==> config.mk <==
export PLATFORM = sky130hd
export DESIGN_NAME = div_iter_flat
export DESIGN_NICKNAME = d
export VERILOG_FILES = /design/src/rtl/div_iter_if.sv /design/src/rtl/div_iter.sv /design/src/flat_wrapper.sv
export SDC_FILE = /design/constraint.sdc
export NUM_CORES = 1
export LEC_CHECK = 0
export BUFFER_PORTS_ARGS = -buffer_cell sky130_fd_sc_hd__buf_2
export CORE_MARGIN = 1.5
export CORE_UTILIZATION = 29
export DETAILED_ROUTE_END_ITERATION = 10
export GPL_TIMING_DRIVEN = 0
export PLACE_DENSITY_LB_ADDON = 0.08
export SETUP_SLACK_MARGIN = 0.1
export SYNTH_ARGS = -nofsm -noshare
export SYNTH_HDL_FRONTEND = slang
export SYNTH_SLANG_ARGS = --single-unit
==> constraint.sdc <==
create_clock -name div_clk -period 8.43 [get_ports div_clk]
set_clock_uncertainty 0.1 [all_clocks]
set_input_delay 2.529 -clock div_clk [delete_from_list [all_inputs] [get_ports div_clk]]
set_output_delay 2.529 -clock div_clk [all_outputs]
set_load 0.03 [all_outputs]
==> src/rtl/div_iter_if.sv <==
// Request/response bundle for div_iter: valid/ready on the operand and result sides
// plus a flush (cancel) input. The master drives operands, the slave returns s/r/dbz.
interface div_iter_if #(
    parameter int WIDTH = 32
);
    logic             in_valid;
    logic             in_ready;
    logic             div_signed;
    logic [WIDTH-1:0] x;
    logic [WIDTH-1:0] y;
    logic             cancel;
    logic             out_valid;
    logic             out_ready;
    logic [WIDTH-1:0] s;
    logic [WIDTH-1:0] r;
    logic             dbz;

    modport master (
        output in_valid, div_signed, x, y, cancel, out_ready,
        input  in_ready, out_valid, s, r, dbz
    );

    modport slave (
        input  in_valid, div_signed, x, y, cancel, out_ready,
        output in_ready, out_valid, s, r, dbz
    );
endinterface

==> src/rtl/div_iter.sv <==
// Iterative radix-2 restoring divider: divides operand magnitudes over WIDTH cycles,
// then applies sign fix-up and divide-by-zero substitution before presenting the result.
module div_iter #(
    parameter int WIDTH = 32
) (
    input  logic       div_clk,
    input  logic       resetn,
    div_iter_if.slave  bus
);
    localparam int CW = $clog2(WIDTH);

    typedef enum logic [2:0] {S_IDLE, S_PREP, S_ITER, S_FIX, S_DONE} state_t;

    state_t           r_state;
    state_t           w_next;
    logic [CW-1:0]    r_cnt;
    logic [WIDTH-1:0] r_x;
    logic [WIDTH-1:0] r_y;
    logic             r_sgn;
    logic [WIDTH-1:0] r_ymag;
    logic [WIDTH-1:0] r_rem;
    logic [WIDTH-1:0] r_quo;
    logic             r_qneg;
    logic             r_rneg;
    logic             r_dbz_p;
    logic [WIDTH-1:0] r_s;
    logic [WIDTH-1:0] r_r;
    logic             r_dbz;

    logic             w_accept;
    logic             w_xneg;
    logic             w_yneg;
    logic [WIDTH-1:0] w_xmag;
    logic [WIDTH-1:0] w_ymag;
    logic [WIDTH:0]   w_sh;
    logic             w_ge;
    logic [WIDTH-1:0] w_rem_next;

    assign w_accept = bus.in_valid & (r_state == S_IDLE) & ~bus.cancel;
    assign w_xneg   = r_sgn & r_x[WIDTH-1];
    assign w_yneg   = r_sgn & r_y[WIDTH-1];
    assign w_xmag   = w_xneg ? -r_x : r_x;
    assign w_ymag   = w_yneg ? -r_y : r_y;

    // Remainder stays below |y|, so the shifted value is < 2*|y| and the
    // difference always fits back into WIDTH bits.
    assign w_sh       = {r_rem, r_quo[WIDTH-1]};
    assign w_ge       = (w_sh >= {1'b0, r_ymag});
    assign w_rem_next = w_ge ? (w_sh[WIDTH-1:0] - r_ymag) : w_sh[WIDTH-1:0];

    always_ff @(posedge div_clk or negedge resetn) begin
        if (!resetn) r_state <= S_IDLE;
        else         r_state <= w_next;
    end

    always_comb begin
        w_next        = r_state;
        bus.in_ready  = (r_state == S_IDLE);
        bus.out_valid = (r_state == S_DONE);
        unique case (r_state)
            S_IDLE: if (w_accept) w_next = S_PREP;
            S_PREP: w_next = bus.cancel ? S_IDLE : S_ITER;
            S_ITER: begin
                if (bus.cancel)        w_next = S_IDLE;
                else if (r_cnt == '0)  w_next = S_FIX;
            end
            S_FIX:  w_next = bus.cancel ? S_IDLE : S_DONE;
            S_DONE: if (bus.cancel || bus.out_ready) w_next = S_IDLE;
            default: w_next = S_IDLE;
        endcase
    end

    always_ff @(posedge div_clk or negedge resetn) begin
        if (!resetn) begin
            r_cnt   <= '0;
            r_x     <= '0;
            r_y     <= '0;
            r_sgn   <= 1'b0;
            r_ymag  <= '0;
            r_rem   <= '0;
            r_quo   <= '0;
            r_qneg  <= 1'b0;
            r_rneg  <= 1'b0;
            r_dbz_p <= 1'b0;
            r_s     <= '0;
            r_r     <= '0;
            r_dbz   <= 1'b0;
        end else begin
            if (w_accept) begin
                r_x   <= bus.x;
                r_y   <= bus.y;
                r_sgn <= bus.div_signed;
            end
            unique case (r_state)
                S_PREP: begin
                    r_quo   <= w_xmag;
                    r_ymag  <= w_ymag;
                    r_rem   <= '0;
                    r_qneg  <= r_sgn & (r_x[WIDTH-1] ^ r_y[WIDTH-1]);
                    r_rneg  <= w_xneg;
                    r_dbz_p <= (r_y == '0);
                    r_cnt   <= CW'(WIDTH - 1);
                end
                S_ITER: begin
                    r_rem <= w_rem_next;
                    r_quo <= {r_quo[WIDTH-2:0], w_ge};
                    if (r_cnt != '0) r_cnt <= r_cnt - 1'b1;
                end
                S_FIX: begin
                    if (!bus.cancel) begin
                        r_s   <= r_dbz_p ? '1  : (r_qneg ? -r_quo : r_quo);
                        r_r   <= r_dbz_p ? r_x : (r_rneg ? -r_rem : r_rem);
                        r_dbz <= r_dbz_p;
                    end
                end
                default: ;
            endcase
        end
    end

    assign bus.s   = r_s;
    assign bus.r   = r_r;
    assign bus.dbz = r_dbz;
endmodule

==> src/flat_wrapper.sv <==
// flat-port wrapper written by rule: the top's interface ports become plain ports
module div_iter_flat 
#(
    parameter int WIDTH = 32
)
  (div_clk, resetn, bus_in_valid, bus_div_signed, bus_x, bus_y, bus_cancel, bus_out_ready, bus_in_ready, bus_out_valid, bus_s, bus_r, bus_dbz);
  div_iter_if #(.WIDTH(WIDTH)) bus_i ();
  input  logic div_clk;
  input  logic resetn;
  input wire logic [$bits(bus_i.in_valid)-1:0] bus_in_valid;
  input wire logic [$bits(bus_i.div_signed)-1:0] bus_div_signed;
  input wire logic [$bits(bus_i.x)-1:0] bus_x;
  input wire logic [$bits(bus_i.y)-1:0] bus_y;
  input wire logic [$bits(bus_i.cancel)-1:0] bus_cancel;
  input wire logic [$bits(bus_i.out_ready)-1:0] bus_out_ready;
  output wire logic [$bits(bus_i.in_ready)-1:0] bus_in_ready;
  output wire logic [$bits(bus_i.out_valid)-1:0] bus_out_valid;
  output wire logic [$bits(bus_i.s)-1:0] bus_s;
  output wire logic [$bits(bus_i.r)-1:0] bus_r;
  output wire logic [$bits(bus_i.dbz)-1:0] bus_dbz;
  assign bus_i.in_valid = bus_in_valid;
  assign bus_i.div_signed = bus_div_signed;
  assign bus_i.x = bus_x;
  assign bus_i.y = bus_y;
  assign bus_i.cancel = bus_cancel;
  assign bus_i.out_ready = bus_out_ready;
  assign bus_in_ready = bus_i.in_ready;
  assign bus_out_valid = bus_i.out_valid;
  assign bus_s = bus_i.s;
  assign bus_r = bus_i.r;
  assign bus_dbz = bus_i.dbz;
  div_iter #(.WIDTH(WIDTH)) u_core (.div_clk(div_clk), .resetn(resetn), .bus(bus_i));
endmodule
==> flow_metrics.py, run 1 <==
metrics = {
    "run_status": {
        "status": "finished clean",
    },
    "flow_run": {
        "maxCapViolCount": 0,
    },
    "placement": {
        "gp_congestion": 0.831,
        "dpl_cell_area_mm2": 0.0152,
        "io_buffers": 136,
        "dp_hpwl_mm": 34.7,
    },
    "sta": {
        "rsz0062_at_grt": "false",
        "final_hold_viol_count": 0,
        "report.final.slew_viol_count": 0,
        "fin_crit_sh_pct": 53.6,
        "layout_min_cycle_time_ns": 4.52,
        "worst_slew_pin_slew_ns": 1.13,
        "whs_ns": 0.377,
        "fmax_mhz": 221,
        "tns_ns": 0,
        "slew_headroom_pct": 24.3,
        "finalSetupViolations": 0,
    },
    "yosys": {
        "synth_edf_count": 0,
        "synth_area_mm2": 0.0137,
        "yosys_warnings": 0,
        "synth.distinct_cells": 59,
        "ys.flop_type": "dfrtp_1",
        "synth_area_leaders": "dfrtp_1, o21ai_0, xor2_1",
        "yosysMostFrequentCell": "dfrtp_1",
        "syn-num-nets": 1609,
        "syn_avg_cell_area_um2": 9.14,
        "synth_seq_area_share_pct": 43.3,
        "yosysTopAreaCellShare_pct": 43.3,
        "synthArstFlopShare_pct": 100,
        "yosys.area.top_type": "dfrtp_1",
        "ys_ff_latch": 237,
        "postSynthCellCount": 1500,
        "yosys-top-cells-count": "dfrtp_1, o21ai_0, nand2_1, a21oi_1, nor2_1",
    },
    "worst_setup_path": {
        "cp_common_cell": "clkbuf_1",
        "startpoint_type": "input pin",
        "end_kind": "flip-flop",
        "slowest_stage": "clkbuf_1",
        "cp_max_fo": 10,
        "slowest_delay_ns": 0.81,
        "path_cells": "buf_2, nor2_1, nand3_1, clkbuf_1, clkbuf_1, mux2_2",
        "crit_required_ns": 8.80,
        "crit_arrival_ns": 4.89,
        "critical_path_class": "input pin to flip-flop",
    },
    "clock_tree": {
        "cts_setup_buffers": 0,
        "cts-resized-gates": 0,
        "clkSlewWorstSetupHoldPaths_ns": 0.06,
        "cts_made_buffers": 31,
        "cts-root-buf": "clkbuf_16",
        "htree_levels": 1,
        "cts-hold-fix-buffers": 0,
        "tritoncts": "yes",
        "clockBufferDepth": 3,
        "cts.sinks": 237,
        "clk_latency_ns": 0.59,
    },
    "route": {
        "routed_wl_mm": 44.5,
        "antenna_left": 0,
        "wire_per_inst_um": 19.3,
        "vias": 11365,
        "drc": 0,
        "viasPerCell": 4.94,
        "drt-initial-drc-count": 515,
        "drt-pass1-iter-count": 5,
    },
    "finish": {
        "multi_input_area_mm2": 0.00726,
        "register_area_mm2": 0.00593,
        "fillers": 4826,
        "design_area_mm2": 0.0163,
        "drive_gt1_share_pct": 16.1,
        "diodes": 0,
        "final_util_pct": 35.0,
        "nets": 1780,
        "area_delta_synth_final_pct": 18.8,
    },
    "grt": {
        "grt-ovfl-total": 0,
        "grt_max_degree": 91,
        "gr-max-usage-layer": "met2",
        "met3_usage_pct": 2.03,
        "use_met1_pct": 23.6,
        "grt_use_met2_pct": 32.7,
        "grt_pass1_wl_mm": 68.9,
        "track_usage_pct": 18.4,
        "antenna_found_initial": 0,
        "first_global_vias": 11674,
    },
    "die": {
        "initial_utilization_pct": 29.4,
        "die_h_um": 220,
        "placeableCoreArea_mm2": 0.0466,
        "die-area_mm2": 0.0486,
        "die_x_um": 220,
        "io_pins": 137,
        "rows": 79,
    },
    "power": {
        "power_density_mw_per_mm2": 426,
        "power_leakage_uw": 0.00722,
        "ir_worst_vdd_uv": 201,
    },
    "worst_hold_path": {
        "min_path_type": "flip-flop to flip-flop",
    },
}
final cells by class:
cell class | instances | area share (%)
flip-flops and latches | 237 | 36.4
clock inverters | 17 | 1.38
repair buffers | 138 | 4.58
plain buffers | 79 | 1.84
clock buffers | 39 | 5.20
multi-input cells | 1128 | 44.6
inverters | 56 | 1.29
well taps | 607 | 4.66
worst max-delay path: cells and delay by family:
family                 cells  cell delay [ns]
buffers and inverters      3             1.53
multiplexers               1             0.42
AND/OR/NAND/NOR            2             0.39
per-stage QoR:
step | cells | total power [uW] | worst slack (ns)
after floorplan | 1500 | 4520 | 4.51
after global placement | 2243 | 5570 | 0.00584
after detailed placement | 2245 | 5600 | 3.25
after CTS | 2301 | 7030 | 3.88
after global routing | 2301 | 7530 | 3.86
final | 2301 | 6940 | 3.91
routing by layer:
metal	share of wire [%]	up-vias
met4	2.5	0
met1	45	5467
met3	3.1	50
met2	49	196
li1	-	5652
met5	0	-
state kept, by name (all words and copies together) (netlist names):
name / count
u_core.r_cnt: 5
u_core.r_ymag: 32
u_core.bus.dbz: 1
u_core.r_state: 3
u_core.r_x: 32
u_core.r_rneg: 1
u_core.r_qneg: 1
u_core.bus.r: 32
u_core.bus.s: 32
u_core.r_y: 32
u_core.r_quo: 32
u_core.r_sgn: 1
u_core.r_rem: 32
u_core.r_dbz_p: 1
power breakdown:
part	total (uW)	internal, uW	switching, uW
combinational	3430	1350	2080
sequential	2110	1570	541
clock	1390	859	535
total	6940	3790	3160
cells by family (layout without fill, tap and decap cells):
| logic type | count (synthesis) | in the layout | share of synthesized area (%) |
|---|---|---|---|
| AO/OA/AOI/OAI | 429 | 429 | 18.4 |
| buffers and inverters | 135 | 329 | 3.72 |
| multiplexers | 93 | 93 | 7.39 |
| flip-flops | 237 | 237 | 43.3 |
| AND/OR/NAND/NOR | 418 | 418 | 14.0 |
| XOR/XNOR | 149 | 149 | 9.52 |
| adder cells (fa/ha/maj) | 39 | 39 | 3.62 |
worst paths after layout:
check | start | end | slack [ns] | cells after the start
setup / recovery | bus_cancel | u_core.r_x[17] | 3.91 | 6
hold / removal | u_core.r_ymag[20] | u_core.r_ymag[20] | 0.38 | 2
setup reg to reg | u_core.r_rem[22] | u_core.r_rem[18] | 4.29 | 12
hold reg to reg | u_core.r_ymag[20] | u_core.r_ymag[20] | 0.38 | 2
max in group asynchronous | resetn | u_core.r_y[0] | 5.19 | 3
min in group asynchronous | resetn | u_core.bus.s[10] | 1.76 | 1
cell usage in the layout, fill, tap and decap left out, types with 38 or more instances in the layout:
master      n
a21oi_1   127
buf_2     138
clkbuf_1   75
dfrtp_1   237
ha_1       38
inv_1      56
mux2_2     65
nand2_1   171
nor2_1    109
o21ai_0   176
xnor2_1    54
xor2_1     95
(Power assumes the default switching activity.)
==> inputs of run 2 (changes only) <==
--- a/config.mk
+++ b/config.mk
@@ -5,6 +5,7 @@
 export SDC_FILE = /design/constraint.sdc
 export NUM_CORES = 1
 export LEC_CHECK = 0
+export ABC_AREA = 1
 export BUFFER_PORTS_ARGS = -buffer_cell sky130_fd_sc_hd__buf_2
 export CORE_MARGIN = 1.5
 export CORE_UTILIZATION = 29
==> constraint.sdc (replaced) <==
create_clock -name div_clk -period 4.7 [get_ports div_clk]
set_clock_uncertainty 0.1 [all_clocks]
set_input_delay 1.41 -clock div_clk [delete_from_list [all_inputs] [get_ports div_clk]]
set_output_delay 1.41 -clock div_clk [all_outputs]
set_load 0.03 [all_outputs]
==> flow_metrics.py, run 2 <==
metrics = {
    "run_status": {
        "status": "finished clean",
    },
    "route": {
        "drt-pass1-iter-count": 5,
        "wire_per_inst_um": 19.6,
        "routed_wl_mm": 64.0,
        "drc": 0,
        "viasPerCell": 4.89,
        "drt-initial-drc-count": 1159,
        "vias": 15931,
        "antenna_left": 0,
    },
    "power": {
        "internal_power_uw": 6360,
        "power_density_mw_per_mm2": 694,
        "power_frac_comb_pct": 52.8,
        "p_switching_uw": 6500,
        "seqPwrFrac_pct": 28.9,
        "swShare_pct": 50.5,
        "power_leakage_uw": 0.00975,
        "power_uw": 12900,
        "p_clk_share_pct": 18.2,
        "ir_worst_vdd_uv": 282,
    },
    "clock_tree": {
        "clockBufferDepth": 3,
        "cts_setup_buffers": 0,
        "clk_latency_ns": 0.60,
        "cts_made_buffers": 31,
        "cts-root-buf": "clkbuf_16",
        "cts-hold-fix-buffers": 0,
        "cts-resized-gates": 0,
        "htree_levels": 1,
        "tritoncts": "yes",
        "cts.sinks": 237,
        "clkSlewWorstSetupHoldPaths_ns": 0.06,
    },
    "placement": {
        "place_inst": 3198,
        "gp_congestion": 0.911,
        "dp_slack_ns": 0.945,
        "io_buffers": 136,
        "dp_hpwl_mm": 52.0,
    },
    "finish": {
        "final_util_pct": 34.3,
        "layout_common_cells": "nand2_1, inv_1, nor2_1",
        "final_common_cell": "nand2_1",
        "diodes": 0,
        "fillers": 6007,
        "drive_gt1_share_pct": 10.3,
        "area_delta_synth_final_pct": 16.4,
        "instances_no_fill": 3255,
        "multi_input_area_mm2": 0.00840,
        "register_area_mm2": 0.00593,
        "nets": 2644,
    },
    "yosys": {
        "synth_seq_area_share_pct": 37.3,
        "ys.flop_type": "dfrtp_1",
        "syn-num-nets": 2473,
        "synth_area_mm2": 0.0159,
        "synth_edf_count": 0,
        "synth.distinct_cells": 48,
        "postSynthCellCount": 2364,
        "yosys-top-cells-count": "nand2_1, inv_1, nor2_1, dfrtp_1, nand3_1",
        "yosys_warnings": 0,
        "yosysMostFrequentCell": "nand2_1",
        "yosys.area.top_type": "dfrtp_1",
        "ys_ff_latch": 237,
        "syn_avg_cell_area_um2": 6.73,
        "synthArstFlopShare_pct": 100,
        "synth_area_leaders": "dfrtp_1, nand2_1, inv_1",
        "yosysTopAreaCellShare_pct": 37.3,
    },
    "worst_setup_path": {
        "crit_required_ns": 5.07,
        "cp_max_fo": 10,
        "end_kind": "flip-flop",
        "path_cells": "buf_2, nor2_1, nand2_1, nor2_2, inv_1, nor2_1, buf_2, buf_2, a31oi_1",
        "crit_arrival_ns": 3.59,
        "critical_path_class": "input pin to flip-flop",
        "cp_common_cell": "buf_2",
        "startpoint_type": "input pin",
        "slowest_stage": "nor2_1",
        "slowest_delay_ns": 0.46,
    },
    "sta": {
        "worst_slack_ns": 1.48,
        "report.final.slew_viol_count": 0,
        "layout_min_cycle_time_ns": 3.22,
        "fin_crit_sh_pct": 68.4,
        "slew_headroom_pct": 29.6,
        "fmax_mhz": 311,
        "worst_slew_pin_slew_ns": 1.06,
        "final_hold_viol_count": 0,
        "finalSetupViolations": 0,
        "rsz0062_at_grt": "false",
    },
    "die": {
        "rows": 85,
        "die-area_mm2": 0.0563,
        "io_pins": 137,
        "die_x_um": 237,
        "initial_utilization_pct": 29.5,
        "die_h_um": 237,
        "placeableCoreArea_mm2": 0.0540,
    },
    "grt": {
        "grt_max_degree": 115,
        "grt-ovfl-total": 0,
        "first_global_vias": 15692,
        "antenna_found_initial": 1,
        "grt_pass1_wl_mm": 96.8,
        "track_usage_pct": 22.7,
    },
    "flow_run": {
        "maxCapViolCount": 0,
    },
    "worst_hold_path": {
        "min_path_type": "flip-flop to flip-flop",
    },
}
[run 2: changes by cell type after synthesis, moves of 30 or more]
cell / previous run / this run
nand3_1: 22 / 213
a22oi_1: 31 / 1
xnor2_1: 54 / 19
nand2_1: 171 / 690
inv_1: 56 / 322
o21ai_0: 176 / 99
nor2_1: 109 / 270
xor2_1: 95 / 46
mux2_2: 65 / 11
[run 2: cell families after synthesis]
kind of cell             share of synthesized area [%]
XOR/XNOR                                          3.58
buffers and inverters                             9.97
flip-flops                                        37.3
AND/OR/NAND/NOR                                   34.0
adder cells (fa/ha/maj)                           3.11
multiplexers                                     0.778
AO/OA/AOI/OAI                                     11.3
[run 2: layout make-up]
cell class	count	share of cell area (%)
buffer	79	1.90
clock buffer	45	4.69
clock inverter	12	0.648
inverter	329	6.67
multi-input combinational	1719	45.4
sequential	237	32.0
tap	696	4.70
timing repair buffer	138	4.03
[run 2: path summary, 6_finish.rpt]
kind	startpoint	end	slack (ns)	depth (start not counted)
max in group asynchronous	resetn	u_core.r_ymag[14]	3.00	2
hold / removal	u_core.bus.r[23]	u_core.bus.r[23]	0.37	2
setup reg to reg	u_core.r_quo[31]	u_core.r_rem[16]	1.78	14
min in group asynchronous	resetn	u_core.bus.r[14]	0.58	1
setup / recovery	bus_cancel	u_core.bus.s[19]	1.48	9
hold reg to reg	u_core.bus.r[23]	u_core.bus.r[23]	0.37	2
[run 2: stage by stage]
stage / cell area, um2 / hold WS, ns / setup TNS, ns
after floorplan: 15900 / 0.349 / 0
after global placement: 17500 / 0.362 / -595.35
after detailed placement: 17500 / 0.363 / 0
after CTS: 18500 / 0.379 / 0
after global routing: 18500 / 0.407 / 0
final: 18500 / 0.375 / 0
[run 2: critical path: cells and delay by family]
family / cells / cell delay [ns]
AO/OA/AOI/OAI: 1 / 0.12
AND/OR/NAND/NOR: 4 / 1.01
buffers and inverters: 4 / 1.03
[run 2: per-layer routing]
| layer | track usage [%] | wire length [um] | up-vias |
|---|---|---|---|
| li1 | - | - | 7912 |
| met3 | 2.44 | 2700 | 86 |
| met5 | 0 | 0 | - |
| met1 | 32.2 | 30600 | 7572 |
| met2 | 36.3 | 28500 | 361 |
| met4 | 6.99 | 2150 | 0 |
[run 2: power by group through the flow]
stage	Combinational [uW]	Sequential [uW]	Clock, uW
after global placement	6800	3740	0
after floorplan	4180	3950	0
final	6790	3720	2340
after global routing	7600	3840	2480
after detailed placement	6820	3760	0
after CTS	6850	3730	2400
==> inputs of run 3 (changes only) <==
==> constraint.sdc (replaced) <==
create_clock -name div_clk -period 2.81 [get_ports div_clk]
set_clock_uncertainty 0.1 [all_clocks]
set_input_delay 0.843 -clock div_clk [delete_from_list [all_inputs] [get_ports div_clk]]
set_output_delay 0.843 -clock div_clk [all_outputs]
set_load 0.03 [all_outputs]
==> flow_metrics.py, run 3 (synthesis gave the netlist of run 2 again) <==
metrics = {
    "worst_hold_path": {
        "min_path_cells": 2,
        "hold_start": "u_core.bus.r[23]",
        "min_path_type": "flip-flop to flip-flop",
        "min_delay_worst_endpoint": "u_core.bus.r[23]",
    },
    "die": {
        "die_x_um": 237,
        "rows": 85,
        "die_h_um": 237,
        "initial_utilization_pct": 29.5,
        "die-area_mm2": 0.0563,
        "placeableCoreArea_mm2": 0.0540,
        "io_pins": 137,
    },
    "finish": {
        "diodes": 0,
        "final_common_cell": "nand2_1",
        "area_delta_synth_final_pct": 17.8,
        "nets": 2645,
        "drive_gt1_share_pct": 11.8,
        "layout_common_cells": "nand2_1, inv_1, nor2_1",
    },
    "clock_tree": {
        "cts_made_buffers": 31,
        "clockBufferDepth": 3,
        "clk_latency_ns": 0.61,
        "clkSlewWorstSetupHoldPaths_ns": 0.06,
        "htree_levels": 1,
        "cts-root-buf": "clkbuf_16",
        "tritoncts": "yes",
        "cts.sinks": 237,
        "cts_setup_buffers": 0,
    },
    "power": {
        "internal_power_uw": 10800,
        "power_uw": 21800,
        "power_frac_comb_pct": 53.3,
        "power_leakage_uw": 0.00974,
        "swShare_pct": 50.4,
        "power_density_mw_per_mm2": 1160,
        "seqPwrFrac_pct": 28.7,
        "p_switching_uw": 11000,
        "ir_worst_vdd_uv": 474,
        "p_clk_share_pct": 18.0,
    },
    "sta": {
        "rsz0062_at_grt": "true",
        "report.final.slew_viol_count": 0,
        "worst_slew_pin_slew_ns": 1.08,
        "slew_headroom_pct": 28.1,
        "fin_crit_sh_pct": 92.6,
        "layout_min_cycle_time_ns": 2.60,
        "finalSetupViolations": 0,
        "final_hold_viol_count": 0,
        "fmax_mhz": 384,
        "worst_slack_ns": 0.209,
    },
    "grt": {
        "grt-ovfl-total": 0,
        "track_usage_pct": 22.7,
        "met3_usage_pct": 2.45,
        "antenna_found_initial": 1,
        "grt_use_met2_pct": 36.3,
        "use_met1_pct": 32.2,
        "grt_max_degree": 115,
        "grt_pass1_wl_mm": 96.9,
        "gr-max-usage-layer": "met2",
        "first_global_vias": 15697,
    },
    "worst_setup_path": {
        "rr_startpoint": "u_core.r_rem[24]",
        "crit_arrival_ns": 2.96,
        "reg2reg_depth": 12,
        "r2r_slack_ns": 0.21,
        "end_kind": "flip-flop",
        "critical_path_class": "flip-flop to flip-flop",
        "cp_max_fo": 10,
        "crit_required_ns": 3.17,
        "rr_endpoint": "u_core.r_quo[0]",
        "startpoint_type": "flip-flop",
    },
    "placement": {
        "gp_congestion": 0.911,
        "dp_hpwl_mm": 52.0,
        "dp_slack_ns": -0.378,
        "io_buffers": 136,
    },
    "route": {
        "routed_wl_mm": 64.1,
        "antenna_left": 0,
        "drt-pass1-iter-count": 5,
        "vias": 15965,
        "drc": 0,
        "wire_per_inst_um": 19.7,
        "viasPerCell": 4.90,
        "drt-initial-drc-count": 1183,
    },
    "run_status": {
        "status": "finished clean",
    },
    "flow_run": {
        "maxCapViolCount": 0,
    },
}
run 3: cell types whose count changed in the layout (fill, tap and decap cells not counted), sizes merged:
cell / change
dlygate4sd3: +1
clkbuf: +1
buf: -1
run 3: routing by layer:
metal  up-vias  wire length, um  share of wire, %
met3        83             2930               4.6
met5         -                0                 0
met2       383            28700                45
met4         0             2120               3.3
li1       7927                -                 -
met1      7572            30400                47
run 3: how the worst max path moves through the flow:
stage                     cells past startpoint  slack, ns               from               end
after global placement                        1      -3.88             resetn    u_core.r_y[21]
after floorplan                               1       0.70  u_core.r_state[0]     bus_out_valid
after CTS                                    14       0.11   u_core.r_quo[31]  u_core.r_rem[16]
final                                        12       0.21   u_core.r_rem[24]   u_core.r_quo[0]
after global routing                         13       0.05    u_core.r_rem[1]  u_core.bus.r[24]
after detailed placement                      9      -0.38         bus_cancel   u_core.bus.s[5]
run 3: power groups by stage:
stage	sequential (uW)	combinational (uW)	clock (uW)
after CTS	6240	11500	4010
after global routing	6430	13000	4150
after global placement	6260	11400	0
final	6230	11600	3920
after floorplan	6600	6990	0
after detailed placement	6290	11400	0
run 3: final cells by class:
type	instances	area [um2]
plain buffers	79	354
clock buffers	45	868
clock inverters	12	120
fillers	6004	35300
inverters	329	1240
multi-input cells	1719	8610
flip-flops and latches	237	5940
well taps	696	871
repair buffers	139	756
run 3: what timing repair did:
| action | CTS | global route |
|---|---|---|
| endpoints found under the hold margin | 4 | 0 |
| pin swaps | 0 | 1 |
| hold buffers | 1 | 0 |
| setup endpoints to repair | 9 | 45 |
| cloned | 0 | 0 |
| resized for setup | 9 | 38 |
run 3: worst max-delay path: stages, from the launching register on:
cell      delay (ns)
dfrtp_1         0.49
ha_1            0.42
nand2_1         0.16
nor2_2          0.07
inv_1           0.07
nor2_1          0.05
nand3_1         0.12
nand3_2         0.10
nor2_4          0.27
nand2_4         0.12
buf_6           0.16
nand2_1         0.19
o211ai_1        0.12
run 3: per-stage QoR:
| step | hold slack [ns] | area [um2] | util [%] | std cells | setup TNS (ns) |
|---|---|---|---|---|---|
| final | 0.375 | 18800 | 34.7 | 3256 | 0 |
| after global routing | 0.373 | 18800 | 34.7 | 3256 | 0 |
| after CTS | 0.358 | 18600 | 34.4 | 3256 | 0 |
| after detailed placement | 0.363 | 17500 | 32.5 | 3198 | -8.33 |
| after global placement | 0.362 | 17500 | 32.3 | 3196 | -916.85 |
| after floorplan | 0.349 | 15900 | - | 2364 | 0 |
